## src/rtl/pulse_train_gen.sv

```systemverilog
// Triggered pulse-train generator: after a one-cycle trigger, waits a
// programmable delay and then emits npulses pulses of programmable width and
// spacing. It reports busy while a burst runs and gives a one-cycle done
// pulse at completion.
module pulse_train_gen #(
  parameter int unsigned TW = 16,
  parameter int unsigned NW = 8
) (
  input  logic          clk,
  input  logic          rst_n,
  input  logic          trig,
  input  logic          abort,
  input  logic [TW-1:0] delay,
  input  logic [TW-1:0] width,
  input  logic [TW-1:0] period,
  input  logic [NW-1:0] npulses,
  output logic          pulse_out,
  output logic          busy,
  output logic          done
);

  typedef enum logic [1:0] {
    IDLE  = 2'd0,
    DELAY = 2'd1,
    HIGH  = 2'd2,
    LOW   = 2'd3
  } state_e;

  state_e        state_q, state_d;
  // One-cycle gap between acceptance and the start of the burst, so that
  // busy and the first rise land one edge after the accepting edge.
  logic          arm_q, arm_d;
  logic [TW-1:0] cnt_q, cnt_d;
  logic [NW-1:0] rem_q, rem_d;
  logic [TW-1:0] delay_q, delay_d;
  logic [TW-1:0] width_q, width_d;
  logic [TW-1:0] lowlen_q, lowlen_d;
  logic          pulse_q, pulse_d;
  logic          busy_q, busy_d;
  logic          done_q, done_d;

  logic          finish_c;
  logic          accept_c;
  logic [TW-1:0] lowlen_c;

  // Low time between pulses. When period <= width the effective period is
  // width+1, i.e. a single low cycle; taking that branch directly avoids ever
  // forming width+1, which would overflow TW bits at width = 2^TW-1.
  always_comb begin
    if (period > width) begin
      lowlen_c = period - width;
    end else begin
      lowlen_c = TW'(1);
    end
  end

  // Burst ends on this edge: last cycle of the last pulse.
  assign finish_c = (state_q == HIGH) && (cnt_q == TW'(1)) && (rem_q == NW'(1));

  // A trigger is taken when idle, or on the very edge the previous burst ends.
  assign accept_c = trig && !abort && (npulses != '0) && (width != '0) &&
                    (((state_q == IDLE) && !arm_q) || finish_c);

  // Next-state, counter and output logic.
  always_comb begin
    state_d  = state_q;
    arm_d    = 1'b0;
    cnt_d    = cnt_q;
    rem_d    = rem_q;
    delay_d  = delay_q;
    width_d  = width_q;
    lowlen_d = lowlen_q;
    done_d   = 1'b0;

    if (abort) begin
      state_d = IDLE;
      cnt_d   = '0;
      rem_d   = '0;
    end else begin
      unique case (state_q)
        IDLE: begin
          if (arm_q) begin
            if (delay_q == '0) begin
              state_d = HIGH;
              cnt_d   = width_q;
            end else begin
              state_d = DELAY;
              cnt_d   = delay_q;
            end
          end
        end
        DELAY: begin
          if (cnt_q == TW'(1)) begin
            state_d = HIGH;
            cnt_d   = width_q;
          end else begin
            cnt_d = cnt_q - TW'(1);
          end
        end
        HIGH: begin
          if (cnt_q == TW'(1)) begin
            if (rem_q == NW'(1)) begin
              state_d = IDLE;
              cnt_d   = '0;
              rem_d   = '0;
              done_d  = 1'b1;
            end else begin
              state_d = LOW;
              cnt_d   = lowlen_q;
            end
          end else begin
            cnt_d = cnt_q - TW'(1);
          end
        end
        LOW: begin
          if (cnt_q == TW'(1)) begin
            state_d = HIGH;
            cnt_d   = width_q;
            rem_d   = rem_q - NW'(1);
          end else begin
            cnt_d = cnt_q - TW'(1);
          end
        end
        default: begin
          state_d = IDLE;
        end
      endcase

      if (accept_c) begin
        arm_d    = 1'b1;
        delay_d  = delay;
        width_d  = width;
        lowlen_d = lowlen_c;
        rem_d    = npulses;
      end
    end

    pulse_d = (state_d == HIGH);
    busy_d  = (state_d != IDLE);
  end

  // State, counters, latched settings and registered outputs.
  always_ff @(posedge clk or negedge rst_n) begin
    if (!rst_n) begin
      state_q  <= IDLE;
      arm_q    <= 1'b0;
      cnt_q    <= '0;
      rem_q    <= '0;
      delay_q  <= '0;
      width_q  <= '0;
      lowlen_q <= '0;
      pulse_q  <= 1'b0;
      busy_q   <= 1'b0;
      done_q   <= 1'b0;
    end else begin
      state_q  <= state_d;
      arm_q    <= arm_d;
      cnt_q    <= cnt_d;
      rem_q    <= rem_d;
      delay_q  <= delay_d;
      width_q  <= width_d;
      lowlen_q <= lowlen_d;
      pulse_q  <= pulse_d;
      busy_q   <= busy_d;
      done_q   <= done_d;
    end
  end

  assign pulse_out = pulse_q;
  assign busy      = busy_q;
  assign done      = done_q;

endmodule

```

## config.mk

```make
export PLATFORM = sky130hd
export DESIGN_NAME = pulse_train_gen
export DESIGN_NICKNAME = d
export VERILOG_FILES = /design/src/rtl/pulse_train_gen.sv
export SDC_FILE = /design/constraint.sdc
export NUM_CORES = 1
export LEC_CHECK = 0
export CORE_MARGIN = 5
export CORE_UTILIZATION = 60
export CTS_BUF_LIST = sky130_fd_sc_hd__clkbuf_4
export DETAILED_ROUTE_END_ITERATION = 8
export DONT_BUFFER_PORTS = 1
export HOLD_SLACK_MARGIN = 0.03
export PLACE_DENSITY = 0.76
export SLEW_MARGIN = 20
export SYNTH_ARGS = -nofsm -noshare
export SYNTH_HDL_FRONTEND = slang
export SYNTH_SLANG_ARGS = --single-unit
```

## constraint.sdc

```tcl
create_clock -name clk -period 3.3 [get_ports clk]
set_input_delay 0.825 -clock clk [delete_from_list [all_inputs] [get_ports clk]]
set_output_delay 0.825 -clock clk [all_outputs]
set_load 0.05 [all_outputs]
```

[Word-level counts from Yosys, hierarchy flattened]
Index checks and enable logic that the tools add are counted.
W data, S select, Z words.
Cells by class
  reduce and logical (&&, ||, !) cells: 19
  multiplexer cells: 27
  $add $sub $neg: 3
  eq/ne operators: 10
  order comparisons: 1
  bitwise gates (word level): 1
Operators by type and width (number)
  $mux W16: 7
  $pmux W16 S3: 1
  $mux W8: 5
  $eq A16 B1 Y1 const B: 1
  $gt A16 B16 Y1: 1
  $logic_not A16 Y1: 1
  $pmux W8 S2: 1
  $reduce_bool A16 Y1: 1
  $sub A16 B1 Y16 const B: 1
  $sub A16 B16 Y16: 1
  $mux W2: 6
  $eq A8 B1 Y1 const B: 1
  $ne A4 B3 Y1 const B: 2
  $reduce_bool A8 Y1: 1
  $sub A8 B1 Y8 const B: 1
  $logic_and A1 B1 Y1: 7
  $eq A2 B2 Y1 const B: 3
  $mux W1: 6
  $pmux W2 S3: 1
  $ne A4 B4 Y1 const B: 1
  $reduce_and A4 Y1: 1
  $reduce_bool A4 Y1: 1
  $ne A3 B3 Y1 const B: 1
  $eq A2 B1 Y1 const B: 1
  7 further kinds: 8
Word-level totals
  bits in registers: 78
  input bits: 60
  logic and storage cells: 71

[Logic depth before layout (Yosys ltp)]
Gate-level depths: netlist (run 1).
  depth after elaboration: 7
  mapped depth: 12

[Worst setup path after synthesis (run 1)]
No wires, ideal clock.
  kind: in2reg
  from: input period[0]
  to: register lowlen_q[13]
  required time: 3.179 ns
  arrival time: 2.839 ns
  path buffers: 1
  stages: 12
  path slack: 0.340 ns
  cell sequence: inv_1 -> ha_1 -> inv_1 -> fa_1 -> a211oi_1 -> o21ai_0 -> a31oi_1 -> nor2_1 -> o21bai_1 -> a211oi_4 -> buf_6 -> a22o_1
On the way
  longest elaborated chain between the ends: 2
  elaborated cells on any way between the ends: 3
RTL lines
  start, declared: line 15  | input logic [TW-1:0] period,
  $sub A16 B16 Y16 / $gt A16 B16 Y1 (equally long branches): line 51, 50
  $mux W16 *: line 50  | if (period > width) begin
  end signal, assigned: line 162  | lowlen_q <= lowlen_d;
  end, declared: line 37  | logic [TW-1:0] lowlen_q, lowlen_d;
Mark *: on every way between the ends. The rest lies on a longest branch, timed or not.
A chain may end at the register's enable or synchronous reset.

[Worst setup path after layout (run 1)]
  from: register rem_q[2]
  to: register lowlen_q[15]
On the way
  longest elaborated chain between the ends: 5
RTL lines
  start, declared: line 34  | logic [NW-1:0] rem_q, rem_d;
  start signal, assigned: line 159  | rem_q <= rem_d;
  $eq A8 B1 Y1: line 58  | assign finish_c = (state_q == HIGH) && (cnt_q == TW'(1)) && (rem_q == NW'(1));
  $logic_and A1 B1 Y1: line 58
  $logic_or A1 B1 Y1: line 62  | (((state_q == IDLE) && !arm_q) || finish_c);
  $logic_and A1 B1 Y1: line 61  | assign accept_c = trig && !abort && (npulses != '0) && (width != '0) &&
  $reduce_and A2 Y1 (no source line)
No other way between the ends.

==> results.py, run 1 <==
metrics = {
    "power_and_ir_drop": {
        "power_density_mw_per_mm2": 583,
        "clock_power_share_pct": 19.3,
        "power.switching_mw": 1.15,
        "total_power_mw": 3.00,
        "sequentialPowerShare_pct": 46.8,
        "p_leak_nw": 2.33,
        "peakVddDrop_uv": 314,
        "switching_share_pct": 38.3,
        "combPwrFrac_pct": 33.9,
        "p_int_mw": 1.85,
    },
    "placement": {
        "gp_congestion": 0.986,
        "hpwlAfterDp_um": 9730,
        "dpl_cell_area_mm2": 0.00497,
        "pre_cts_slack_ps": 116,
        "io_buffers": 0,
    },
    "logic_synthesis": {
        "synth_top_area_cell": "dfrtp_1",
        "yosysMostFrequentCell": "nand2_1",
        "synth.distinct_cells": 64,
        "yosysSeqAreaShare_pct": 40.0,
        "yosysWarnings": 0,
        "synth_commonest_cells": "83 x nand2_1, 78 x dfrtp_1, 46 x o21ai_0, 42 x nor2_1, 36 x a21oi_1",
        "synth_edf_count": 0,
        "synth_flop_cell": "dfrtp_1",
        "synth_nets": 649,
        "netlist_area_mm2": 0.00488,
        "yosys-top-cells-area": "dfrtp_1 40%, nand2_1 6.4%, ha_1 5.1%",
        "ys_seq_elements": 78,
        "synthCells": 568,
        "synth_top_cell_area_share_pct": 40.0,
        "synth_area_per_cell_um2": 8.59,
        "ys_async_sr_fraction_pct": 100,
    },
    "clock_tree": {
        "numCtsBuffers": 9,
        "clk_latency_ps": 440,
        "cts.clk_slew.worst_paths_ps": 130,
        "root_buffer": "clkbuf_4",
        "cts_buffer_depth": 2,
        "post-cts-setup-buffer-count": 0,
        "clock-sinks": 78,
        "cts_tree": "done",
        "htree_levels": 3,
    },
    "setup_path": {
        "worstPathArrival_ps": 3460,
        "required_ps": 3670,
        "worst_setup_path_end_kind": "register",
        "crit_fanout": 16,
        "cp-start-kind": "register",
        "criticalPathCategory": "register to register",
    },
    "routing": {
        "drtIter0Drc": 395,
        "dr.pass1.iters": 5,
        "wl_um": 12900,
        "drt.antenna.violating_nets": 0,
        "drcViolationCount": 0,
        "vias": 4397,
        "vias_per_cell": 6.52,
        "wl_per_cell_um": 19.1,
    },
    "sta": {
        "setup_viol": 0,
        "finalHoldViolCount": 0,
        "finalWorstSetupSlack_ps": 210,
        "rsz0062_at_grt": "false",
        "fin_setup_tns_ps": 0,
        "period_share_pct": 93.6,
        "worst_pin_slew_ps": 642,
        "fin_worst_skew_ps": 18.3,
        "max_clock_freq_ghz": 0.324,
        "drv_slew": 0,
        "fin_crit_ps": 3090,
        "slew-limit-headroom_pct": 57.0,
    },
    "final_layout": {
        "nFillCells": 641,
        "drive_gt1_share_pct": 5.95,
        "syn_to_final_growth_pct": 5.59,
        "stdcell_area_mm2": 0.00515,
        "final_net_count": 647,
    },
    "floorplanning": {
        "coreArea_mm2": 0.00781,
        "die_width_um": 100,
        "dieHeight_um": 100,
        "row_count": 32,
        "io_pins": 63,
        "initial_core_util_pct": 62.5,
        "die-area_mm2": 0.0100,
    },
    "global_routing": {
        "grt_max_degree": 79,
        "grtUsageTotal_pct": 26.2,
        "grt_pass1_wl_um": 20800,
        "overflow": 0,
        "antenna_found_initial": 1,
        "first_global_vias": 4293,
    },
    "outcome": {
        "status": "complete, no violations",
    },
    "worst_hold_path": {
        "min_path_type": "input port to asynchronous set/reset pin",
    },
    "run": {
        "maxCapViolCount": 0,
    },
}
layout by cell type (no fill, tap or decap), types with 3 or more instances in the layout:
master | synthesis | routed
inv_1 | 31 | 31
nor2_1 | 42 | 42
a211oi_1 | 9 | 9
mux2i_1 | 3 | 3
or4_1 | 3 | 3
nor3_1 | 19 | 18
nand3_1 | 8 | 8
nand2_1 | 83 | 83
a22o_1 | 20 | 20
ha_1 | 20 | 20
dlygate4sd3_1 | 0 | 3
nor4_1 | 13 | 13
nand2b_1 | 7 | 7
or3_1 | 7 | 7
o21a_1 | 3 | 3
buf_4 | 1 | 11
o31ai_1 | 9 | 9
o2bb2ai_1 | 6 | 6
a21oi_1 | 36 | 36
a221oi_1 | 4 | 4
o211ai_1 | 3 | 3
clkbuf_4 | 0 | 11
xnor2_1 | 13 | 13
o21ai_0 | 46 | 46
nor2b_1 | 3 | 3
dfrtp_1 | 78 | 78
xor2_1 | 14 | 14
a21o_1 | 4 | 4
a31oi_1 | 11 | 11
state kept, by name (all words and copies together) (netlist names):
register and count:
delay_q 16, width_q 16, busy 1, rem_q 8
pulse_out 1, done 1, state_q 2, arm_q 1
lowlen_q 16, cnt_q 16
through the flow:
stage               hold slack, ps  util [%]  std cells
floorplan                      441         -        568
global placement               477      63.7        654
detailed placement             475      63.7        654
CTS                           52.7      65.5        670
global route                  27.6      66.0        674
finish                        66.6      66.0        674
path summary, 6_finish.rpt:
kind	startpoint	end	slack (ps)	cells past startpoint
max in group asynchronous	rst_n	width_q[0]	2100	1
min in group clk	abort	rem_q[5]	430	1
max	rem_q[2]	lowlen_q[15]	210	7
max reg2reg	rem_q[2]	lowlen_q[15]	210	7
min reg2reg	width_q[1]	width_q[1]	500	2
min	rst_n	delay_q[14]	70	0
critical path, cell delays in order (launching register included):
cell	delay (ps)
dfrtp_1	460
or4_4	570
or4b_1	550
o41a_1	390
nor2_4	160
nand3_4	120
a211oi_4	520
a32o_1	260
per-layer routing:
| layer | wire (um) | global-route usage [%] |
|---|---|---|
| met4 | 501 | 13.2 |
| met5 | 0 | 0 |
| met3 | 1030 | 3.96 |
| met1 | 5430 | 35.2 |
| met2 | 5920 | 41.4 |
final cells by class:
type	instances	area, um^2	share of cell area [%]
Inverter	33	124	2.40
Multi-Input combinational cell	430	2690	52.2
Timing Repair Buffer	14	113	2.19
Clock inverter	5	60.1	1.17
Tap cell	102	128	2.48
Sequential cell	78	1950	37.9
Antenna cell	1	2.50	0.0486
Clock buffer	11	82.6	1.60
power groups by stage:
stage                     sequential (mW)  combinational [mW]  clock [mW]
after CTS                            1.39               0.996       0.592
after detailed placement             1.42               0.988           0
after global placement               1.41               0.970           0
final                                1.41                1.02       0.580
after floorplan                      1.32               0.807           0
after global routing                 1.43                1.13       0.634
logic make-up (layout without fill, tap and decap cells):
kind of cell	count (synthesis)	in the layout	share of synthesized area (%)
AND/OR/NAND/NOR	202	202	19.6
AO/OA/AOI/OAI	177	177	24.4
flip-flops	78	78	40.0
buffers and inverters	60	63	4.95
XOR/XNOR	27	27	4.85
adder cells (fa/ha/maj)	21	21	5.54
multiplexers	3	3	0.615
other	0	1	0
timing repair:
item / CTS / global route
gates resized for setup: 0 / 0
hold buffers: 0 / 3
hold endpoints to repair: 0 / 13
endpoints found under the setup margin: 0 / 0
(Power assumes the default switching activity.)
==> run 2, diff against run 1 <==
- CAP_MARGIN: unset -> 5
==> results of run 2 <==
Final layout, timing and power as in run 1 (identical DEF).
